==> config.mk <==
export PLATFORM = sky130hd
export DESIGN_NAME = mem_stage
export DESIGN_NICKNAME = d
export VERILOG_FILES = /design/src/rtl/mem_stage.sv
export SDC_FILE = /design/constraint.sdc
export NUM_CORES = 1
export LEC_CHECK = 0
export BUFFER_PORTS_ARGS = -buffer_cell sky130_fd_sc_hd__buf_2
export CAP_MARGIN = 40
export CORE_ASPECT_RATIO = 0.5
export CORE_UTILIZATION = 35
export CTS_CLUSTER_SIZE = 24
export DETAILED_ROUTE_END_ITERATION = 10
export PLACE_DENSITY = 0.59
export SLEW_MARGIN = 5
export SYNTH_ARGS = -nofsm -noshare
export SYNTH_HDL_FRONTEND = slang
export SYNTH_SLANG_ARGS = --single-unit
==> constraint.sdc <==
create_clock -name clk -period 3.1 [get_ports clk]
set_input_delay 0.62 -clock clk [delete_from_list [all_inputs] [get_ports clk]]
set_output_delay 0.62 -clock clk [all_outputs]
set_load 0.005 [all_outputs]
==> src/rtl/mem_stage.sv <==
// Memory stage of the 5-stage RISC-V core: byte-serial loads/stores on an 8-bit port,
// ALU results passed through, registered writeback triple for the register file.
module mem_stage #(
   parameter int ADDR_W  = 32,
   parameter int DATA_W  = 32,
   parameter int RADDR_W = 5
) (
   input  logic               clk,
   input  logic               rst,
   input  logic               rdy,
   input  logic               ex_valid,
   output logic               ex_ready,
   input  logic               ex_wreg,
   input  logic [RADDR_W-1:0] ex_wd,
   input  logic [DATA_W-1:0]  ex_wdata,
   input  logic [3:0]         ex_memop,
   input  logic [ADDR_W-1:0]  ex_addr,
   input  logic [DATA_W-1:0]  ex_sdata,
   output logic               mem_req,
   output logic               mem_wr,
   output logic [ADDR_W-1:0]  mem_addr,
   output logic [7:0]         mem_dout,
   input  logic [7:0]         mem_din,
   input  logic               mem_ack,
   output logic               stall_req,
   output logic               wb_we,
   output logic [RADDR_W-1:0] wb_waddr,
   output logic [DATA_W-1:0]  wb_wdata
);

   typedef enum logic {IDLE, ACCESS} state_t;

   localparam logic [3:0] OP_LB  = 4'd1;
   localparam logic [3:0] OP_LH  = 4'd2;
   localparam logic [3:0] OP_LW  = 4'd3;
   localparam logic [3:0] OP_LBU = 4'd4;
   localparam logic [3:0] OP_LHU = 4'd5;
   localparam logic [3:0] OP_SB  = 4'd6;
   localparam logic [3:0] OP_SH  = 4'd7;
   localparam logic [3:0] OP_SW  = 4'd8;

   function automatic logic is_load(input logic [3:0] op);
      return (op >= OP_LB) && (op <= OP_LHU);
   endfunction

   function automatic logic is_store(input logic [3:0] op);
      return (op >= OP_SB) && (op <= OP_SW);
   endfunction

   function automatic logic [1:0] last_byte(input logic [3:0] op);
      case (op)
         OP_LH, OP_LHU, OP_SH: return 2'd1;
         OP_LW, OP_SW:         return 2'd3;
         default:              return 2'd0;
      endcase
   endfunction

   function automatic logic [DATA_W-1:0] extend(input logic [3:0] op, input logic [DATA_W-1:0] v);
      logic signed [7:0]  sb;
      logic signed [15:0] sh;
      sb = v[7:0];
      sh = v[15:0];
      case (op)
         OP_LB:   return DATA_W'(sb);
         OP_LH:   return DATA_W'(sh);
         OP_LBU:  return {{(DATA_W-8){1'b0}}, v[7:0]};
         OP_LHU:  return {{(DATA_W-16){1'b0}}, v[15:0]};
         default: return v;
      endcase
   endfunction

   state_t              state;
   logic [1:0]          cnt;
   logic [1:0]          last;
   logic [3:0]          op;
   logic [ADDR_W-1:0]   base;
   logic [DATA_W-1:0]   sdata;
   logic [DATA_W-1:0]   ld_buf;
   logic [RADDR_W-1:0]  rd;
   logic                wb_we_q;
   logic                access;
   logic                take;
   logic [DATA_W-1:0]   merged;

   assign access    = (state == ACCESS);
   assign ex_ready  = (state == IDLE) & rst & rdy;
   assign take      = ex_valid & ex_ready;
   assign stall_req = access;
   assign mem_req   = access & rdy;
   assign mem_wr    = access & is_store(op);
   assign mem_addr  = access ? base + ADDR_W'(cnt) : '0;
   assign mem_dout  = (access & is_store(op)) ? sdata[{cnt, 3'b000} +: 8] : 8'h00;
   // Register holds while frozen, so the pulse is masked rather than lost
   assign wb_we     = wb_we_q & rdy;

   // Final byte is merged combinationally so the writeback lands on the last-ack edge
   always_comb begin
      merged = ld_buf;
      merged[{cnt, 3'b000} +: 8] = mem_din;
   end

   always_ff @(posedge clk or negedge rst) begin
      if (!rst) begin
         state    <= IDLE;
         cnt      <= '0;
         last     <= '0;
         op       <= '0;
         base     <= '0;
         sdata    <= '0;
         ld_buf   <= '0;
         rd       <= '0;
         wb_we_q  <= 1'b0;
         wb_waddr <= '0;
         wb_wdata <= '0;
      end else if (rdy) begin
         wb_we_q <= 1'b0;
         case (state)
            IDLE: begin
               if (take) begin
                  if (is_load(ex_memop) || is_store(ex_memop)) begin
                     op     <= ex_memop;
                     base   <= ex_addr;
                     sdata  <= ex_sdata;
                     rd     <= ex_wd;
                     last   <= last_byte(ex_memop);
                     cnt    <= '0;
                     ld_buf <= '0;
                     state  <= ACCESS;
                  end else begin
                     wb_we_q  <= ex_wreg;
                     wb_waddr <= ex_wd;
                     wb_wdata <= ex_wdata;
                  end
               end
            end
            ACCESS: begin
               if (mem_ack) begin
                  if (is_load(op)) ld_buf <= merged;
                  if (cnt == last) begin
                     state <= IDLE;
                     if (is_load(op)) begin
                        wb_we_q  <= 1'b1;
                        wb_waddr <= rd;
                        wb_wdata <= extend(op, merged);
                     end
                  end else begin
                     cnt <= cnt + 2'd1;
                  end
               end
            end
            default: state <= IDLE;
         endcase
      end
   end

endmodule

* After elaboration in Yosys (flattened, before gate mapping)
Cells that the tools add are included.
Word-level totals: register bits 148, input port bits 119, output and inout bits 82, word-level logic and storage cells 98
Operators by class: $add $sub $neg 3, magnitude comparators 8, eq/ne operators 17, shifts and indexed selects 3, multiplexer cells 38, bitwise operators 7, reduce and logical (&&, ||, !) cells 11
Operator list (count):
- $mux 32 | 10
- $pmux 32 s2 | 2
- $pmux 32 s4 | 1
- $add 32x2->32 | 1
- $bwmux 32 | 1
- $shift 8x7->32 const A | 1
- $shiftx 32x6->8 | 1
- $shiftx 8x7->32 | 1
- $mux 5 | 5
- $eq 4x3->1 const B | 4
- $eq 4x2->1 const B | 3
- $pmux 5 s2 | 1
- $reduce_and 5->1 | 2
- $mux 1 | 9
- $ge 4x1->1 const B | 2
- $ge 4x3->1 const B | 2
- $le 4x3->1 const B | 2
- $le 4x4->1 const B | 2
- $mux 2 | 4
- $mux 8 | 1
- $ne 2x2->1 const B | 4
- $pmux 2 s2 | 2
- $neg 5->7 | 1
- $and 1x1->1 | 6
- 13 further kinds | 19

* Logic depth before layout (Yosys ltp)
Gate-level depths: netlist (run 1).
depth after elaboration 8, gate-level depth with buffers 10, gate-level depth less buffers 7

* Least setup slack after synthesis (run 1)
No wires, ideal clock.
path type register to output, start register cnt[0], end output port mem_addr[20], data arrival time 2.018 ns, slack 0.462 ns, cell stages (with the launch flop) 9, buffers on the path 1, path through dfrtp_1 ha_1 fa_1 and2_1 and4_1 clkbuf_1 nand4_1 xnor2_1 and2_1
Between the ends: word-level cells in the longest chain between the ends 2
Ends and longest elaborated chain:
- from (decl) | line 73 | logic [1:0] cnt;
- from (signal assigned) | line 147 | cnt <= cnt + 2'd1;
- $add 32x2->32 | line 91 | assign mem_addr = access ? base + ADDR_W'(cnt) : '0;
- $mux 32 | line 91
- to (decl) | line 21 | output logic [ADDR_W-1:0] mem_addr,
Every way passes these cells.

* Final worst setup path (run 1)
start register cnt[1], end output port mem_addr[25]
The elaborated chain is that of the path after synthesis.

==> run_results.csv, run 1 <==
group,metric,value,unit
placement,numPortBuffers,200,
critical_path,crit_family,"simple AND/OR/NAND/NOR gates",
logic_synthesis,synth_nets,840,
timing,min_period,2959,ps
floorplanning,initial_core_util,35.69,%
floorplanning,core_area,0.02168,sq mm
cells_and_area,fin_area,0.009716,sq mm
drt,vias,6124,
logic_synthesis,ys_seq_elements,148,
logic_synthesis,synth_top_area_cell,"dfrtp_1",
logic_synthesis,yosysWarnings,0,
timing,hold_violations,0,
drt,drt_pass1_iterations,7,
cells_and_area,multi_input_area,0.003820,sq mm
timing,fmax,0.3380,GHz
logic_synthesis,ys_async_sr_fraction,100.0,%
logic_synthesis,synth_top_area_share,47.87,%
status,violations,"DRC",
placement,dp_slack,332.4,ps
logic_synthesis,synth-edff-count,0,
logic_synthesis,netlist_area,0.007737,sq mm
cells_and_area,diodes,0,
timing,tns,0,ps
timing,layout_setup_ws,141.2,ps
logic_synthesis,synth.distinct_cells,58,
critical_path,cp.required,2480,ps
critical_path,slowest_stage,"or4b_1",
global_routing,overflow,0,
floorplanning,row_count,38,
placement,place_area,0.009071,sq mm
drt,wl,20.42,mm
logic_synthesis,synth.area.top_cells,"dfrtp_1 48%, mux2_1 5.8%, a22o_1 5.5%, mux2_2 4.4%, and2_1 3.2%",
timing,fin_skew,8.189,ps
power_and_ir_drop,p_leak,4.592,nW
timing,maxSlewViolCount,0,
timing,slew-limit-headroom,46.71,%
global_routing,grt_max_degree,149,
critical_path,worstSetupStartpointType,"flop",
critical_path,cp_num_buf_inv,1,
cts,cts_tree,"built",
logic_synthesis,ys.flop_type,"dfrtp_1",
cts,cts.reportedPaths.clkPinSlew,60,ps
drt,drc,1,
critical_path,cp.arrival,2340,ps
hold_path,hold_class,"in2async",
critical_path,cp_max_fo,5,
floorplanning,die_h,107.1,microns
drt,drtIter0Drc,404,
cts,htreeDepth,4,
cells_and_area,fillers,2111,
drt,ant_nets,0,
cts,cts_buffers,17,
timing,grt_setup_unrepaired,"false",
floorplanning,die_area,0.02274,sq mm
logic_synthesis,netlist_instances,713,
cells_and_area,fin_nets,1029,
timing,setup_violations,0,
cells_and_area,area_delta_synth_final,25.57,%
floorplanning,io_pins,201,
cts,cts_hold_buf,0,
placement,place_hpwl,14.22,mm
power_and_ir_drop,power.density,919.6,mW/mm^2
global_routing,grt_first_pass_wirelength,32.32,mm
logic_synthesis,syn_avg_cell_area,10.85,sq um
critical_path,max_stage_delay,480,ps
placement,dp.cells,1181,
critical_path,worstSetupPathType,"reg2out",
drt,routedWlPerCell,16.81,microns
cells_and_area,regArea,0.003709,sq mm
power_and_ir_drop,ir_drop,0.5631,mV
floorplanning,die_w,212.3,microns
drt,vias_per_cell,5.040,
placement,gp_congestion,0.7961,
timing,worstMarginPinSlew,793.2,ps
cts,clk-insertion-delay-late,440,ps
cts,cts_buffer_depth,2,
status,status,"finished, violations left",
critical_path,crit_chain,"ha_1 -> a21o_1 -> and3_4 -> nand3_2 -> or4b_1 -> nand2_1 -> buf_2",
cells_and_area,final_cell_count_no_fill,1215,
logic_synthesis,seq_area_frac_synth,47.87,%
cts,cts-root-buf,"clkbuf_16",
timing,final.period_utilization,95.44,%
cts,clkSinkCount,148,
global_routing,grt_pass1_vias,5972,
cells_and_area,drive_above_1_share,33.66,%
run,drv_cap,0,
critical_path,cp-end-kind,"output pin",
global_routing,grt_use_total,18.66,%
global_routing,antenna_found_initial,0,
## cell usage after synthesis (6+ instances only)
library cell	instances
o21ai_0	28
mux4_2	8
and2_1	40
a22o_1	49
a21o_1	12
nor2b_1	20
xnor2_1	28
nand2_1	51
o31ai_1	17
inv_1	6
buf_2	18
mux2_2	30
and3_1	16
mux2i_1	6
and4_1	6
nor2_1	44
clkbuf_1	25
nand4_1	11
a211oi_1	8
mux2_1	40
ha_1	7
dfrtp_1	148
a21oi_1	32
nand3_1	11
## cell usage in the layout, fill, tap and decap left out, types with 4 or more instances in the layout
cell       instances
clkbuf_16         17
nand4_1           11
a211oi_1           8
dfrtp_1          146
and2_1            38
a21oi_1           32
nand2_1           51
mux2_2            30
buf_4             14
nand3_1           10
mux2_1            40
mux4_2             8
inv_1              6
ha_1               6
nor2b_1           20
a22o_1            49
nor2_1            44
mux2i_1            6
o31ai_1           17
a21o_1            12
xnor2_1           28
buf_2            199
and4_1             4
o21ai_0           28
and3_1            15
## state kept, by name, indices dropped and copies added (netlist names)
signal,count
wb_waddr,5
op,4
stall_req,1
cnt,2
wb_we_q,1
ld_buf,32
rd,5
last,2
base,32
sdata,32
wb_wdata,32
## kinds of logic after synthesis
group,count (synthesis),synth area share (%)
simple gates,214,14.88
compound gates,170,15.67
flops,148,47.87
mux,84,13.29
buf+inv,58,3.396
xor+xnor,31,3.509
fa+ha+maj,8,1.391
## what timing repair did
| item | 4_1_cts | 5_1_grt |
|---|---|---|
| endpoints found under the setup margin | 12 | 17 |
| buffers inserted | 0 | 1 |
| pin swaps | 0 | 1 |
| gates cloned | 0 | 1 |
| resized for setup | 3 | 8 |
## stage by stage
stage	hold WS, ps	utilization (%)	power, mW
floorplan	324.4	-	5.511
CTS	372.9	44.65	9.013
global placement	454.7	41.84	6.729
global route	371.2	44.81	9.583
detailed placement	460.6	41.84	6.823
finish	350.2	44.81	8.935
## layout make-up
cell class / count / share of cell area [%]
clock buffers: 20 / 4.598
clock inverters: 12 / 1.597
well taps: 300 / 3.863
inverters: 10 / 0.3863
repair buffers: 217 / 12.07
multi-input cells: 508 / 39.32
flip-flops and latches: 148 / 38.17
## worst paths after layout
check	to	slack, ps	from	cells after the start
worst max-delay path	mem_addr[25]	140	cnt[1]	7
worst max register to register	ld_buf[20]	530	cnt[0]	8
min in group clk	base[10]	390	ex_addr[10]	2
worst min-delay path	stall_req	350	rst	2
worst min register to register	wb_wdata[15]	470	wb_wdata[15]	2
max in group asynchronous	cnt[1]	2140	rst	2
## report_power, final
group | internal [mW] | switching (mW)
clock | 1.29 | 0.854
combinational | 1.73 | 1.63
sequential | 2.76 | 0.669
total | 5.78 | 3.15
## routing by layer
layer,wire length (microns),vias to the layer above,GRT usage [%]
met2,9823,107,30.12
li1,-,2959,-
met1,9547,3045,24.60
met3,876,13,5.331
met5,0,-,0
met4,175,0,4.779
Note: power is estimated with default switching activity, not from simulation.
==> run 2: changes to the inputs <==
--- a/config.mk
+++ b/config.mk
@@ -9,6 +9,7 @@
 export CAP_MARGIN = 40
 export CORE_ASPECT_RATIO = 0.5
 export CORE_UTILIZATION = 35
+export CTS_BUF_LIST = sky130_fd_sc_hd__clkbuf_16
 export CTS_CLUSTER_SIZE = 24
 export DETAILED_ROUTE_END_ITERATION = 10
 export PLACE_DENSITY = 0.59
==> run_results.csv, run 2 (same netlist as run 1, synthesis figures left out) <==
group,metric,value,unit
status,status,"finished, violations left",
status,violations,"DRC",
cells_and_area,final_cell_mix,"199 x buf_2, 146 x dfrtp_1, 51 x nand2_1, 49 x a22o_1, 44 x nor2_1",
timing,slew-limit-headroom,46.98,%
run,drv_cap,0,
timing,timing.hold.ws,360.0,ps
timing,setup_violations,0,
floorplanning,die_h,107.1,microns
power_and_ir_drop,intPower,5.751,mW
cts,cts-root-buf,"clkbuf_16",
cts,cts_buffer_depth,2,
drt,routedWlPerCell,16.82,microns
global_routing,grt_max_degree,149,
cells_and_area,final_common_cell,"buf_2",
cts,cts_buffers,17,
critical_path,max_stage_delay,480,ps
critical_path,worstSetupPathType,"reg2out",
global_routing,grt_first_pass_wirelength,32.33,mm
timing,fin_skew,8.208,ps
power_and_ir_drop,p_sw,3.154,mW
critical_path,crit-reg2reg-capture,"wb_wdata[20]",
timing,hold_violations,0,
global_routing,overflow,0,
critical_path,reg2reg_from,"cnt[0]",
placement,place_area,0.009071,sq mm
cells_and_area,fin_nets,1029,
floorplanning,io_pins,201,
placement,gp_congestion,0.7961,
cts,cts_tree,"built",
critical_path,slowest_stage,"or4b_1",
floorplanning,die_area,0.02274,sq mm
cts,clkSinkCount,148,
power_and_ir_drop,pwr-share-clk,23.7,%
timing,worstMarginPinSlew,789.3,ps
global_routing,antenna_found_initial,0,
critical_path,rr_worst_depth,9,
critical_path,cp.required,2480,ps
timing,fmax,0.3381,GHz
power_and_ir_drop,p_leak,4.595,nW
power_and_ir_drop,comb_power_share,37.8,%
drt,vias_per_cell,5.071,
placement,dp_slack,332.4,ps
global_routing,grt_pass1_vias,5973,
placement,place_hpwl,14.22,mm
cts,cts.reportedPaths.clkPinSlew,60,ps
power_and_ir_drop,ir_drop,0.5683,mV
drt,drtIter0Drc,415,
power_and_ir_drop,power.density,917.4,mW/mm^2
floorplanning,row_count,38,
drt,ant_nets,0,
power_and_ir_drop,switching_share,35.42,%
cells_and_area,diodes,0,
critical_path,crit_chain,"ha_1 -> a21o_1 -> and3_4 -> nand3_2 -> or4b_1 -> nand2_1 -> buf_2",
critical_path,r2r_slack,530,ps
cells_and_area,fin_area,0.009706,sq mm
cts,htreeDepth,4,
timing,final.period_utilization,95.41,%
global_routing,grt_use_total,18.66,%
drt,drc,1,
drt,vias,6161,
timing,grt_setup_unrepaired,"false",
drt,drt_pass1_iterations,8,
floorplanning,die_w,212.3,microns
critical_path,cp_max_fo,5,
critical_path,cp-end-kind,"output pin",
timing,min_period,2958,ps
critical_path,worstSetupStartpointType,"flop",
timing,tns,0,ps
placement,numPortBuffers,200,
power_and_ir_drop,seq_power_share,38.5,%
timing,layout_setup_ws,142.2,ps
hold_path,hold_class,"in2async",
cells_and_area,drive_above_1_share,33.55,%
drt,wl,20.44,mm
timing,maxSlewViolCount,0,
floorplanning,initial_core_util,35.69,%
floorplanning,core_area,0.02168,sq mm
critical_path,cp.arrival,2340,ps
cts,clk-insertion-delay-late,440,ps
cells_and_area,area_delta_synth_final,25.44,%
-- run 2: cell count changes in the layout (fill, tap and decap cells not counted) --
| cell | previous run | this run |
|---|---|---|
| clkbuf_8 | 1 | 0 |
| inv_1 | 6 | 8 |
| clkinv_1 | 2 | 3 |
| clkbuf_1 | 2 | 0 |
-- run 2: critical path: cells and delay by family (launching register included) --
kind                     cells  cell delay (ps)
AND/OR/NAND/NOR              4              900
flip-flops                   1              440
adder cells (fa/ha/maj)      1              290
AO/OA/AOI/OAI                1              160
buffers and inverters        1              100
-- run 2: area by class of cell --
class | count | area, sq um
fill | 2114 | 11980
multi-input combinational | 508 | 3820
sequential | 148 | 3709
timing repair buffer | 217 | 1172
clock buffer | 17 | 425.4
tap | 300 | 375.4
clock inverter | 15 | 166.4
inverter | 10 | 37.54
-- run 2: timing repair --
action                     4_1_cts  5_1_grt
cloned                           0        1
hold buffers                     0        0
setup endpoints to repair       12       17
buffers inserted                 0        1
pin swaps                        0        1
resized for setup                3        8
-- run 2: per-stage QoR --
stage               cells  power (mW)  util [%]
global placement     1181       6.729     41.84
floorplan             713       5.511         -
global route         1215       9.550     44.77
detailed placement   1181       6.823     41.84
CTS                  1213       8.982     44.60
finish               1215       8.904     44.77
-- run 2: how the worst max path moves through the flow --
stage,startpoint,endpoint,slack (ps),cells past startpoint
finish,cnt[1],mem_addr[25],140,7
global route,cnt[1],mem_addr[25],8,7
CTS,cnt[0],mem_addr[26],10,8
detailed placement,cnt[0],mem_addr[26],330,8
global placement,cnt[0],mem_addr[20],390,8
floorplan,cnt[0],mem_addr[20],460,8
-- run 2: layer usage --
metal | vias to the layer above | wire length, microns | global-route usage, %
li1 | 2961 | - | -
met1 | 3056 | 9456 | 24.58
met2 | 130 | 9802 | 30.14
met3 | 14 | 1005 | 5.331
met4 | 0 | 174 | 4.779
met5 | - | 0 | 0
-- run 2: power groups by stage --
stage	logic [mW]	clock network [mW]	registers, mW
after floorplan	2.26	0	3.26
after global placement	3.32	0	3.41
after detailed placement	3.37	0	3.46
after CTS	3.39	2.16	3.43
after global routing	3.74	2.24	3.57
final	3.36	2.11	3.43
==> run 3: changes to the inputs <==
--- a/config.mk
+++ b/config.mk
@@ -8,11 +8,12 @@
 export BUFFER_PORTS_ARGS = -buffer_cell sky130_fd_sc_hd__buf_2
 export CAP_MARGIN = 40
 export CORE_ASPECT_RATIO = 0.5
-export CORE_UTILIZATION = 35
+export CORE_UTILIZATION = 40
 export CTS_BUF_LIST = sky130_fd_sc_hd__clkbuf_16
+export CTS_CLUSTER_DIAMETER = 40
 export CTS_CLUSTER_SIZE = 24
 export DETAILED_ROUTE_END_ITERATION = 10
-export PLACE_DENSITY = 0.59
+export PLACE_DENSITY = 0.65
 export SLEW_MARGIN = 5
 export SYNTH_ARGS = -nofsm -noshare
 export SYNTH_HDL_FRONTEND = slang
==> run_results.csv, run 3 (same netlist as run 1, synthesis figures left out) <==
group,metric,value,unit
floorplanning,row_count,35,
cts,htreeDepth,4,
timing,tns,0,ps
cts,cts_hold_buf,0,
cells_and_area,fin_area,0.009555,sq mm
timing,fin_skew,9.759,ps
critical_path,cp.arrival,2320,ps
timing,hold_violations,0,
placement,numPortBuffers,200,
critical_path,crit_family,"simple AND/OR/NAND/NOR gates",
placement,place_hpwl,13.52,mm
cells_and_area,regArea,0.003709,sq mm
cells_and_area,multi_input_area,0.003800,sq mm
hold_path,hold_class,"in2async",
critical_path,crit_top_cell,"and2_1",
floorplanning,initial_core_util,41.48,%
drt,wl,19.48,mm
cells_and_area,fillers,1770,
timing,maxSlewViolCount,0,
critical_path,cp.required,2480,ps
critical_path,worstSetupPathType,"reg2out",
drt,drtIter0Drc,217,
cts,post_cts_buffers,0,
drt,vias_per_cell,5.165,
critical_path,max_stage_delay,390,ps
timing,fmax,0.3405,GHz
global_routing,grt_first_pass_wirelength,31.48,mm
power_and_ir_drop,ir_drop,0.4397,mV
critical_path,slowest_stage,"fa_2",
critical_path,worstSetupStartpointType,"flop",
drt,vias,6033,
placement,gp_congestion,0.8490,
power_and_ir_drop,finalPower,8.715,mW
cts,cts.reportedPaths.clkPinSlew,60,ps
timing,min_period,2937,ps
floorplanning,core_area,0.01866,sq mm
placement,place_area,0.008990,sq mm
floorplanning,die_area,0.01994,sq mm
cells_and_area,final_cell_mix,"199 x buf_2, 146 x dfrtp_1, 51 x nand2_1, 49 x a22o_1, 44 x nor2_1",
timing,worstMarginPinSlew,861.4,ps
global_routing,grt_max_degree,149,
critical_path,cp-end-kind,"output pin",
drt,ant_nets,0,
floorplanning,io_pins,201,
timing,setup_violations,0,
cts,cts-root-buf,"clkbuf_16",
critical_path,cp_num_buf_inv,1,
status,status,"completed",
floorplanning,die_h,100.3,microns
cts,clk-insertion-delay-late,420,ps
cts,cts_buffers,17,
cts,clkSinkCount,148,
global_routing,grt_use_total,20.33,%
cells_and_area,final_common_cell,"buf_2",
floorplanning,die_w,198.7,microns
power_and_ir_drop,p_leak,4.562,nW
timing,final.period_utilization,94.74,%
cells_and_area,area_delta_synth_final,23.50,%
cells_and_area,drive_above_1_share,32.82,%
drt,routedWlPerCell,16.68,microns
critical_path,cp_max_fo,10,
drt,drt_pass1_iterations,4,
timing,slew-limit-headroom,42.57,%
timing,timing.hold.ws,344.9,ps
global_routing,antenna_found_initial,4,
timing,grt_setup_unrepaired,"false",
global_routing,overflow,0,
drt,drc,0,
cts,cts_buffer_depth,2,
cells_and_area,fin_nets,1023,
power_and_ir_drop,power.density,912.1,mW/mm^2
run,drv_cap,0,
cts,cts_tree,"built",
global_routing,grt_pass1_vias,6060,
critical_path,crit_chain,"ha_1 -> fa_2 -> and2_1 -> and4_4 -> nand3_1 -> xnor2_1 -> and2_1 -> buf_2",
[run 3: routing by layer]
layer	share of wire, %	vias up	GRT usage, %
met2	48	117	33.11
li1	-	2937	-
met3	4.6	15	4.435
met1	47	2962	27.57
met4	0.73	2	5.207
met5	0.041	-	0
[run 3: worst reg2reg max path, delay by kind of cell, from the launching register on]
kind,cells,cell delay [ps]
AOI/OAI and AO/OA,4,950
adders and majority gates,1,420
buffers and inverters,3,630
DFF,1,350
and+or+nand+nor,1,160
[run 3: repair_timing]
item,CTS,global route
pin swaps,0,0
resized for setup,2,6
endpoints found under the setup margin,10,9
hold endpoints to repair,0,0
[run 3: final cells by class]
cell class | instances | share of cell area [%]
inverter | 10 | 0.3928
sequential | 148 | 38.81
multi-input combinational | 507 | 39.77
antenna | 1 | 0.02619
tap | 259 | 3.391
clock buffer | 17 | 4.452
clock inverter | 14 | 1.283
timing repair buffer | 212 | 11.88
[run 3: path summary, 6_finish.rpt]
check | start | end | slack, ps | cells past startpoint
worst min-delay path | rst | sdata[29] | 340 | 2
worst min register to register | wb_wdata[27] | wb_wdata[27] | 470 | 2
min in group clk | ex_addr[17] | base[17] | 420 | 2
worst max register to register | cnt[0] | wb_wdata[20] | 520 | 9
max in group asynchronous | rst | base[12] | 2020 | 2
worst max-delay path | cnt[0] | mem_addr[24] | 160 | 8
[run 3: power by group]
group | total (mW) | internal, mW | switching (mW)
Sequential | 3.39 | 2.77 | 0.627
Clock | 1.97 | 1.16 | 0.813
Combinational | 3.35 | 1.71 | 1.64
Total | 8.72 | 5.64 | 3.08
[run 3: per-stage QoR]
step	worst slack [ps]	cells	util [%]
global placement	391.1	1136	48.19
global route	34.35	1168	51.22
floorplan	461.8	713	-
finish	163.1	1168	51.22
detailed placement	359.7	1136	48.19
CTS	47.02	1167	51.15
